===== src/rtl/edge_seq_pkg.sv =====
// Shared definitions for the Sobel frame sequencer: FSM state encoding and
// the default frame geometry that the Sobel instance is built with.
package edge_seq_pkg;

  typedef enum logic [2:0] {
    IDLE,
    VSYNC,
    LINE,
    HBLANK,
    FLUSH,
    DRAIN,
    DONE
  } edge_seq_state_t;

  localparam int EDGE_WIDTH      = 8;
  localparam int EDGE_H_RES      = 176;
  localparam int EDGE_V_RES      = 144;
  localparam int EDGE_H_BLANK    = 16;
  localparam int EDGE_V_SYNC_CYC = 4;

  function automatic int max_int(input int a, input int b);
    return (a > b) ? a : b;
  endfunction

endpackage


===== src/rtl/edge_seq_writer.sv =====
// Destination writer: drops the first SKIP filter samples, then writes exactly
// H_RES*V_RES pixels. EDGE_SEQ_BORDER_CLEAR_EN zeroes the outermost rows/columns.
module edge_seq_writer
  import edge_seq_pkg::*;
#(
  parameter int WIDTH  = EDGE_WIDTH,
  parameter int H_RES  = EDGE_H_RES,
  parameter int V_RES  = EDGE_V_RES,
  parameter int SKIP   = H_RES + 2,
  parameter int ADDR_W = $clog2(H_RES * V_RES)
) (
  input  logic              clk,
  input  logic              rstn,
  input  logic              clear,
  input  logic              pix_vld,
  input  logic [WIDTH-1:0]  pix_data,
  output logic              wr_en,
  output logic [ADDR_W-1:0] wr_addr,
  output logic [WIDTH-1:0]  wr_data,
  output logic              complete
);

  localparam int CNT_W = ADDR_W + 1;
  localparam int TOTAL = H_RES * V_RES + SKIP;

  logic [CNT_W-1:0] out_cnt;
  logic             keep;
  logic [WIDTH-1:0] data_in;

  // Counting freezes at TOTAL, so stray samples after the frame never write.
  assign complete = (out_cnt == CNT_W'(TOTAL));
  assign keep     = (out_cnt >= CNT_W'(SKIP));

`ifdef EDGE_SEQ_BORDER_CLEAR_EN
  localparam int COL_W = $clog2(H_RES + 1);
  localparam int ROW_W = $clog2(V_RES + 1);

  logic [COL_W-1:0] col;
  logic [ROW_W-1:0] row;
  logic             col_end;
  logic             border;

  assign col_end = (col == COL_W'(H_RES - 1));
  assign border  = (row == '0) || (row == ROW_W'(V_RES - 1)) ||
                   (col == '0) || col_end;
  assign data_in = border ? '0 : pix_data;

  always_ff @(posedge clk or negedge rstn) begin
    if (!rstn) begin
      col <= '0;
      row <= '0;
    end else if (clear) begin
      col <= '0;
      row <= '0;
    end else if (pix_vld && !complete && keep) begin
      col <= col_end ? '0 : col + COL_W'(1);
      if (col_end) begin
        row <= (row == ROW_W'(V_RES - 1)) ? '0 : row + ROW_W'(1);
      end
    end
  end
`else
  assign data_in = pix_data;
`endif

  always_ff @(posedge clk or negedge rstn) begin
    if (!rstn) begin
      out_cnt <= '0;
      wr_en   <= 1'b0;
      wr_addr <= '0;
      wr_data <= '0;
    end else if (clear) begin
      out_cnt <= '0;
      wr_en   <= 1'b0;
    end else begin
      wr_en <= 1'b0;
      if (pix_vld && !complete) begin
        out_cnt <= out_cnt + CNT_W'(1);
        if (keep) begin
          wr_en   <= 1'b1;
          wr_addr <= ADDR_W'(out_cnt - CNT_W'(SKIP));
          wr_data <= data_in;
        end
      end
    end
  end

endmodule


===== src/rtl/edge_frame_seq.sv =====
// Sobel frame sequencer: reads a source frame, frames it for the filter, flushes
// the window and stores the aligned result. Option: EDGE_SEQ_BORDER_CLEAR_EN.
module edge_frame_seq
  import edge_seq_pkg::*;
#(
  parameter int WIDTH      = EDGE_WIDTH,
  parameter int H_RES      = EDGE_H_RES,
  parameter int V_RES      = EDGE_V_RES,
  parameter int H_BLANK    = EDGE_H_BLANK,
  parameter int V_SYNC_CYC = EDGE_V_SYNC_CYC,
  parameter int SKIP       = H_RES + 2,
  parameter int ADDR_W     = $clog2(H_RES * V_RES)
) (
  input  logic              clk,
  input  logic              rstn,
  input  logic              start,
  output logic              busy,
  output logic              done,
  output logic              src_rd_en,
  output logic [ADDR_W-1:0] src_rd_addr,
  input  logic [WIDTH-1:0]  src_rd_data,
  output logic              f_vsync,
  output logic              f_hsync,
  output logic              f_de,
  output logic [WIDTH-1:0]  f_data,
  input  logic              f_o_de,
  input  logic [WIDTH-1:0]  f_o_data,
  output logic              dst_wr_en,
  output logic [ADDR_W-1:0] dst_wr_addr,
  output logic [WIDTH-1:0]  dst_wr_data
);

  localparam int CNT_W  = $clog2(max_int(max_int(V_SYNC_CYC, H_BLANK), SKIP)) + 1;
  localparam int PIX_W  = $clog2(H_RES + 1);
  localparam int LINE_W = $clog2(V_RES + 1);

  edge_seq_state_t   state;
  edge_seq_state_t   next_state;
  logic [CNT_W-1:0]  phase_cnt;
  logic [PIX_W-1:0]  pix_cnt;
  logic [LINE_W-1:0] line_cnt;
  logic [ADDR_W-1:0] rd_addr;
  logic              line_end;
  logic              last_line;
  logic              phase_end;
  logic              rd_d;
  logic              valid_d;
  logic              hsync_d;
  logic              clear;
  logic              wr_complete;

  always_ff @(posedge clk or negedge rstn) begin
    if (!rstn) begin
      state <= IDLE;
    end else begin
      state <= next_state;
    end
  end

  always_comb begin
    line_end   = (pix_cnt == PIX_W'(H_RES - 1));
    last_line  = (line_cnt == LINE_W'(V_RES - 1));
    phase_end  = 1'b0;
    next_state = state;
    case (state)
      IDLE: begin
        if (start) next_state = VSYNC;
      end
      VSYNC: begin
        phase_end = (phase_cnt == CNT_W'(V_SYNC_CYC - 1));
        if (phase_end) next_state = LINE;
      end
      LINE: begin
        if (line_end) next_state = last_line ? FLUSH : HBLANK;
      end
      HBLANK: begin
        phase_end = (phase_cnt == CNT_W'(H_BLANK - 1));
        if (phase_end) next_state = LINE;
      end
      FLUSH: begin
        phase_end = (phase_cnt == CNT_W'(SKIP - 1));
        if (phase_end) next_state = DRAIN;
      end
      DRAIN: begin
        if (wr_complete) next_state = DONE;
      end
      DONE: begin
        next_state = IDLE;
      end
      default: begin
        next_state = IDLE;
      end
    endcase
  end

  assign busy        = (state != IDLE) && (state != DONE);
  assign done        = (state == DONE);
  assign src_rd_en   = (state == LINE);
  assign src_rd_addr = rd_addr;
  assign f_vsync     = (state == VSYNC);
  assign clear       = (state == IDLE) && start;

  // The phase counter restarts on every state change and times VSYNC, HBLANK and FLUSH.
  always_ff @(posedge clk or negedge rstn) begin
    if (!rstn) begin
      phase_cnt <= '0;
      pix_cnt   <= '0;
      line_cnt  <= '0;
      rd_addr   <= '0;
    end else begin
      if (next_state != state) begin
        phase_cnt <= '0;
      end else if (state inside {VSYNC, HBLANK, FLUSH}) begin
        phase_cnt <= phase_cnt + CNT_W'(1);
      end
      if (state == LINE) begin
        pix_cnt <= line_end ? '0 : pix_cnt + PIX_W'(1);
        if (line_end) begin
          line_cnt <= last_line ? '0 : line_cnt + LINE_W'(1);
        end
        rd_addr <= (line_end && last_line) ? '0 : rd_addr + ADDR_W'(1);
      end
    end
  end

  // Framing is delayed one cycle so it lines up with the registered source data.
  always_ff @(posedge clk or negedge rstn) begin
    if (!rstn) begin
      rd_d    <= 1'b0;
      valid_d <= 1'b0;
      hsync_d <= 1'b0;
    end else begin
      rd_d    <= src_rd_en;
      valid_d <= src_rd_en || (state == FLUSH);
      hsync_d <= (state == HBLANK);
    end
  end

  assign f_de    = valid_d;
  assign f_hsync = hsync_d;
  assign f_data  = rd_d ? src_rd_data : '0;

  edge_seq_writer #(
    .WIDTH  (WIDTH),
    .H_RES  (H_RES),
    .V_RES  (V_RES),
    .SKIP   (SKIP),
    .ADDR_W (ADDR_W)
  ) u_writer (
    .clk      (clk),
    .rstn     (rstn),
    .clear    (clear),
    .pix_vld  (f_o_de),
    .pix_data (f_o_data),
    .wr_en    (dst_wr_en),
    .wr_addr  (dst_wr_addr),
    .wr_data  (dst_wr_data),
    .complete (wr_complete)
  );

endmodule


===== config.mk =====
export PLATFORM = sky130hd
export DESIGN_NAME = edge_frame_seq
export DESIGN_NICKNAME = d
export VERILOG_FILES = /design/src/rtl/edge_seq_pkg.sv /design/src/rtl/edge_seq_writer.sv /design/src/rtl/edge_frame_seq.sv
export SDC_FILE = /design/constraint.sdc
export NUM_CORES = 1
export LEC_CHECK = 0
export CAP_MARGIN = 10
export CORE_MARGIN = 1
export CORE_UTILIZATION = 25
export DETAILED_ROUTE_END_ITERATION = 10
export PLACE_DENSITY_LB_ADDON = 0.12
export SLEW_MARGIN = 10
export SYNTH_ARGS = -nofsm -noshare
export SYNTH_HDL_FRONTEND = slang
export SYNTH_SLANG_ARGS = --single-unit

===== constraint.sdc =====
create_clock -name clk -period 5.1 [get_ports clk]
set_input_delay 1.02 -clock clk [delete_from_list [all_inputs] [get_ports clk]]
set_output_delay 1.02 -clock clk [all_outputs]
set_load 0.02 [all_outputs]

# Yosys cells after proc, flatten, opt, wreduce, memory -nomap -nowiden
# Cells that the tools add are included.
# word_totals
reg_bits,86
input_bits,20
output_inout_bits,53
# classes
magnitude_cmp,1
muxes,19
n_reduce_logical,13
bitwise,1
n_addsub,6
n_eq_ne,14
# op_table
operator,n
two-way mux 16 bit,2
two-way mux 8 bit,3
two-way mux 3 bit,7
two-way mux 9 bit,2
one-hot mux 3 bit (6 select lines),1
adder 16 x 1 -> 16 bit (second input constant),1
adder 8 x 1 -> 8 bit (second input constant),2
== test 16 x 15 -> 1 bit (second input constant),1
== test 8 bit (second input constant),2
>= comparator 16 x 8 -> 1 bit (second input constant),1
adder 15 x 1 -> 15 bit (second input constant),1
two-way mux 15 bit,1
subtractor 15 x 8 -> 15 bit (second input constant),1
adder 9 x 1 -> 9 bit (second input constant),1
== test 3 bit (second input constant),3
== test 9 x 2 -> 1 bit (second input constant),1
== test 9 x 4 -> 1 bit (second input constant),1
== test 9 x 8 -> 1 bit (second input constant),1
== test 3 x 2 -> 1 bit (second input constant),2
nonzero test 3 bit,2
logical AND 1 bit,4
nonzero test 2 bit,2
== test 3 x 1 -> 1 bit (second input constant),1
zero test 3 bit,1
8 further kinds,10

# Logic depth before layout (Yosys ltp)
# depth
ltp_word,6
depth_mapped,10

# By module
# From an unflattened synthesis, not the netlist that was laid out.
# unflattened
hier_cells,450
area_unflattened_um2,4489.3
# by_module_without_submodules
mod,area_per_inst_um2,n_inst,cells_each,seq_area_each_um2
edge_frame_seq,2452.4,1,247,1151.1
edge_seq_writer,2037.0,1,203,1001.0

# Worst setup path after synthesis
# No wires, ideal clock.
# synth_timing
kind,input to register
startpoint,in start
endpoint,reg u_writer.wr_addr[14]
path_slack_ns,2.727
path_stages,5
t_arrival_ns,2.245
path_cell_list,nor4b_2 > inv_1 > o211ai_4 > buf_6 > mux2_1
# synth_between
elab_chain_cells,3
# synth_rtl
item,line_no,source
"start, declared",edge_frame_seq.sv:16,"input logic start,"
logical AND 1 bit,edge_frame_seq.sv:101,assign clear = (state == IDLE) && start;
inverter 1 bit (no line),--,
AND reduction 3 bit (no line),--,
"end signal, assigned",edge_seq_writer.sv:81,wr_addr <= ADDR_W'(out_cnt - CNT_W'(SKIP));
"end, declared",edge_seq_writer.sv:18,"output logic [ADDR_W-1:0] wr_addr,"
# No other way between the ends.
# A chain may end at the register's enable or synchronous reset.

# Worst setup path after layout
# layout_timing
startpoint,in src_rd_data[2]
endpoint,out f_data[2]
# layout_between
elab_chain_cells,1
# layout_rtl
item,line_no,source
"start, declared",edge_frame_seq.sv:21,"input logic [WIDTH-1:0] src_rd_data,"
two-way mux 8 bit,edge_frame_seq.sv:141,assign f_data = rd_d ? src_rd_data : '0;
"end, declared",edge_frame_seq.sv:25,"output logic [WIDTH-1:0] f_data,"
# No other way between the ends.

==> impl_metrics.py <==
metrics = {
    "outcome": {
        "status": "finished, final reports clean",
    },
    "global_route": {
        "grt_pass1_vias": 3428,
        "grt_util_all_layers_pct": 12.11,
        "antenna_found_initial": 0,
        "grt_max_degree": 65,
        "grt_pass1_wl_um": 17270,
        "grt.overflow.total": 0,
    },
    "power": {
        "p_sw_mw": 0.8715,
        "p_total_mw": 2.605,
        "vdd_ir_drop_max_uv": 234.4,
        "p_seq_share_pct": 38.6,
        "p_leak_nw": 2.413,
        "swShare_pct": 33.45,
        "clockPowerShare_pct": 29.0,
        "internal-power_mw": 1.734,
        "combinationalPowerShare_pct": 32.4,
        "powerDensity_mw_per_mm2": 453.5,
    },
    "synth": {
        "ys_types": 57,
        "yosysSeqAreaShare_pct": 47.63,
        "syn-num-nets": 461,
        "async_flop_share_pct": 100.0,
        "synth_cells": 432,
        "ys_ff_latch": 86,
        "netlist_area_mm2": 0.004518,
        "ys_warn_count": 0,
        "synth-edff-count": 0,
        "synth_flop_cell": "dfrtp_1",
        "syn_area_per_cell_um2": 10.46,
    },
    "worst_setup_path": {
        "worst-path-max-fanout": 1,
        "crit_arrival_ns": 2.19,
        "crit_required_ns": 4.08,
        "path_class": "in2out",
        "start_kind": "input pin",
        "ff2ff_path_depth": 5,
        "crit_path_end_kind": "output port",
    },
    "die": {
        "fp.coreArea_mm2": 0.01748,
        "placementRows": 48,
        "die_y_um": 136.4,
        "die_w_um": 136.4,
        "initial_core_util_pct": 25.85,
        "dieArea_mm2": 0.01861,
        "ios": 73,
    },
    "clock_tree": {
        "htreeDepth": 3,
        "cts_buffers": 9,
        "cts_resized": 0,
        "holdBufCountCts": 0,
        "cts_sinks": 86,
        "clkTransAtPathRegs_ns": 0.06,
        "post-cts-setup-buffer-count": 0,
        "clock_tree.root_cell": "clkbuf_16",
        "worstSkewPairLatency_ns": 0.34,
        "cts_tree": "done",
        "clockBufferDepth": 2,
    },
    "detailed_routing": {
        "post_drt_wl_per_cell_um": 13.99,
        "drt-pass1-iter-count": 4,
        "drc": 0,
        "drt-vias-per-instance": 4.577,
        "drt_first_iter_violations": 107,
        "ant_nets": 0,
        "drt-total-wl_um": 10120,
        "via_count": 3309,
    },
    "finish": {
        "layout_common_cells": "86 x dfrtp_1, 71 x clkdlybuf4s50_1, 45 x nor2_1",
        "drive_above_1_share_pct": 8.835,
        "nets": 523,
        "diodes": 0,
        "fillers": 1789,
        "layout_commonest_cell": "dfrtp_1",
        "area_growth_pct": 27.17,
    },
    "timing": {
        "period_share_pct": 63.01,
        "finClkSkew_ns": 0.006524,
        "finalHoldViolCount": 0,
        "worst_pin_slew_ns": 1.021,
        "finalCriticalPeriod_ns": 3.213,
        "fmax_ghz": 0.3112,
        "relSlewSlack_pct": 31.56,
        "holdWs_ns": 0.4749,
        "setup_viol": 0,
        "tns_ns": 0,
        "rsz0062_at_grt": "false",
        "slew_violations": 0,
        "fin_ws_ns": 1.887,
    },
    "hold_path": {
        "min_path_cells": 1,
        "holdCritPathClass": "reg2reg",
    },
    "placed_design": {
        "place_hpwl_um": 7008,
        "gp_congestion": 0.7891,
        "numPortBuffers": 72,
        "post-place-ws_ns": 1.876,
    },
    "run": {
        "drv_cap": 0,
    },
}
kinds of logic (layout without fill, tap and decap cells):
| kind of cell | count (synthesis) | in the layout | synth area share [%] |
|---|---|---|---|
| compound gates | 46 | 46 | 7.893 |
| xor+xnor | 54 | 54 | 10.47 |
| fa+ha+maj | 9 | 9 | 2.492 |
| buf+inv | 37 | 103 | 3.932 |
| flops | 86 | 86 | 47.63 |
| mux | 24 | 24 | 5.954 |
| simple gates | 176 | 176 | 21.63 |
critical path, stage by stage:
cell	delay (ns)
clkdlybuf4s50_1	0.46
and2_1	0.12
clkdlybuf4s50_1	0.59
area by class of cell:
cell class | instances | area, um^2 | area share, %
multi-input cells | 309 | 2188 | 38.09
inverters | 14 | 52.55 | 0.9146
flip-flops and latches | 86 | 2152 | 37.46
well taps | 225 | 281.5 | 4.900
clock inverters | 4 | 95.09 | 1.655
repair buffers | 74 | 733.2 | 12.76
clock buffers | 11 | 242.7 | 4.225
state kept, by name, summed over array words and instances (netlist names):
signal            count
f_hsync               1
f_de                  1
phase_cnt             9
rd_d                  1
u_writer.wr_en        1
state                 3
u_writer.wr_addr     15
u_writer.wr_data      8
src_rd_addr          15
pix_cnt               8
u_writer.out_cnt     16
line_cnt              8
stage by stage:
stage	util (%)	instance area (um^2)	std cells
final	32.88	5746	723
after global routing	32.88	5746	723
after CTS	32.88	5746	723
after detailed placement	30.94	5408	708
after global placement	30.94	5408	708
after floorplan	-	4518	432
synth_stat cells, types with 2 or more instances:
library cell | number | area, um^2
dfrtp_1 | 86 | 2152
nor2_1 | 45 | 168.9
nand2_1 | 36 | 135.1
xor2_1 | 32 | 280.3
xnor2_1 | 22 | 192.7
mux2_1 | 18 | 202.7
nand3_1 | 14 | 70.07
o21ai_0 | 14 | 70.07
and2_1 | 13 | 81.33
nand4_1 | 13 | 81.33
clkbuf_1 | 12 | 45.04
inv_1 | 12 | 45.04
and3_1 | 10 | 62.56
ha_1 | 9 | 112.6
nor3_2 | 9 | 90.09
buf_2 | 7 | 35.03
a21oi_1 | 5 | 25.02
and4_1 | 5 | 43.79
mux2_2 | 5 | 56.30
nor3_1 | 5 | 25.02
buf_6 | 4 | 45.04
nand2b_1 | 4 | 25.02
nor4_1 | 4 | 25.02
o2111ai_1 | 4 | 35.03
or3_1 | 4 | 25.02
a211oi_1 | 2 | 15.01
a221o_1 | 2 | 20.02
inv_2 | 2 | 7.510
nor4b_1 | 2 | 17.52
nor4b_2 | 2 | 30.03
o21a_1 | 2 | 15.01
o31ai_1 | 2 | 15.01
or4_1 | 2 | 15.01
per-layer routing:
metal | wire [um] | vias to the layer above | track usage [%]
met3 | 510 | 18 | 3.356
met2 | 4768 | 83 | 19.83
met1 | 4608 | 1587 | 14.79
li1 | - | 1621 | -
met4 | 228 | 0 | 5.309
met5 | 0 | - | 0
worst paths after layout:
check                                                startpoint                               to  slack (ns)
worst min-delay path                    line_cnt[7]$_DFFE_PN0P_          line_cnt[7]$_DFFE_PN0P_        0.47
min in group asynchronous                                  rstn         phase_cnt[8]$_DFFE_PN0P_        0.77
worst min register to register          line_cnt[7]$_DFFE_PN0P_          line_cnt[7]$_DFFE_PN0P_        0.47
worst max-delay path                             src_rd_data[2]                        f_data[2]        1.89
max in group asynchronous                                  rstn  u_writer.wr_addr[7]$_DFFE_PN0P_        3.47
worst max register to register  u_writer.out_cnt[3]$_DFFE_PN0P_  u_writer.wr_addr[3]$_DFFE_PN0P_        2.36
power by group through the flow:
stage               Sequential (mW)  Combinational, mW  Clock (mW)
detailed placement             1.02              0.858           0
global route                   1.04              0.933       0.816
CTS                            1.01              0.864       0.787
global placement               1.01              0.854           0
finish                         1.00              0.844       0.756
floorplan                      1.04              0.503           0
No activity file was read; power rests on OpenSTA's default activity.
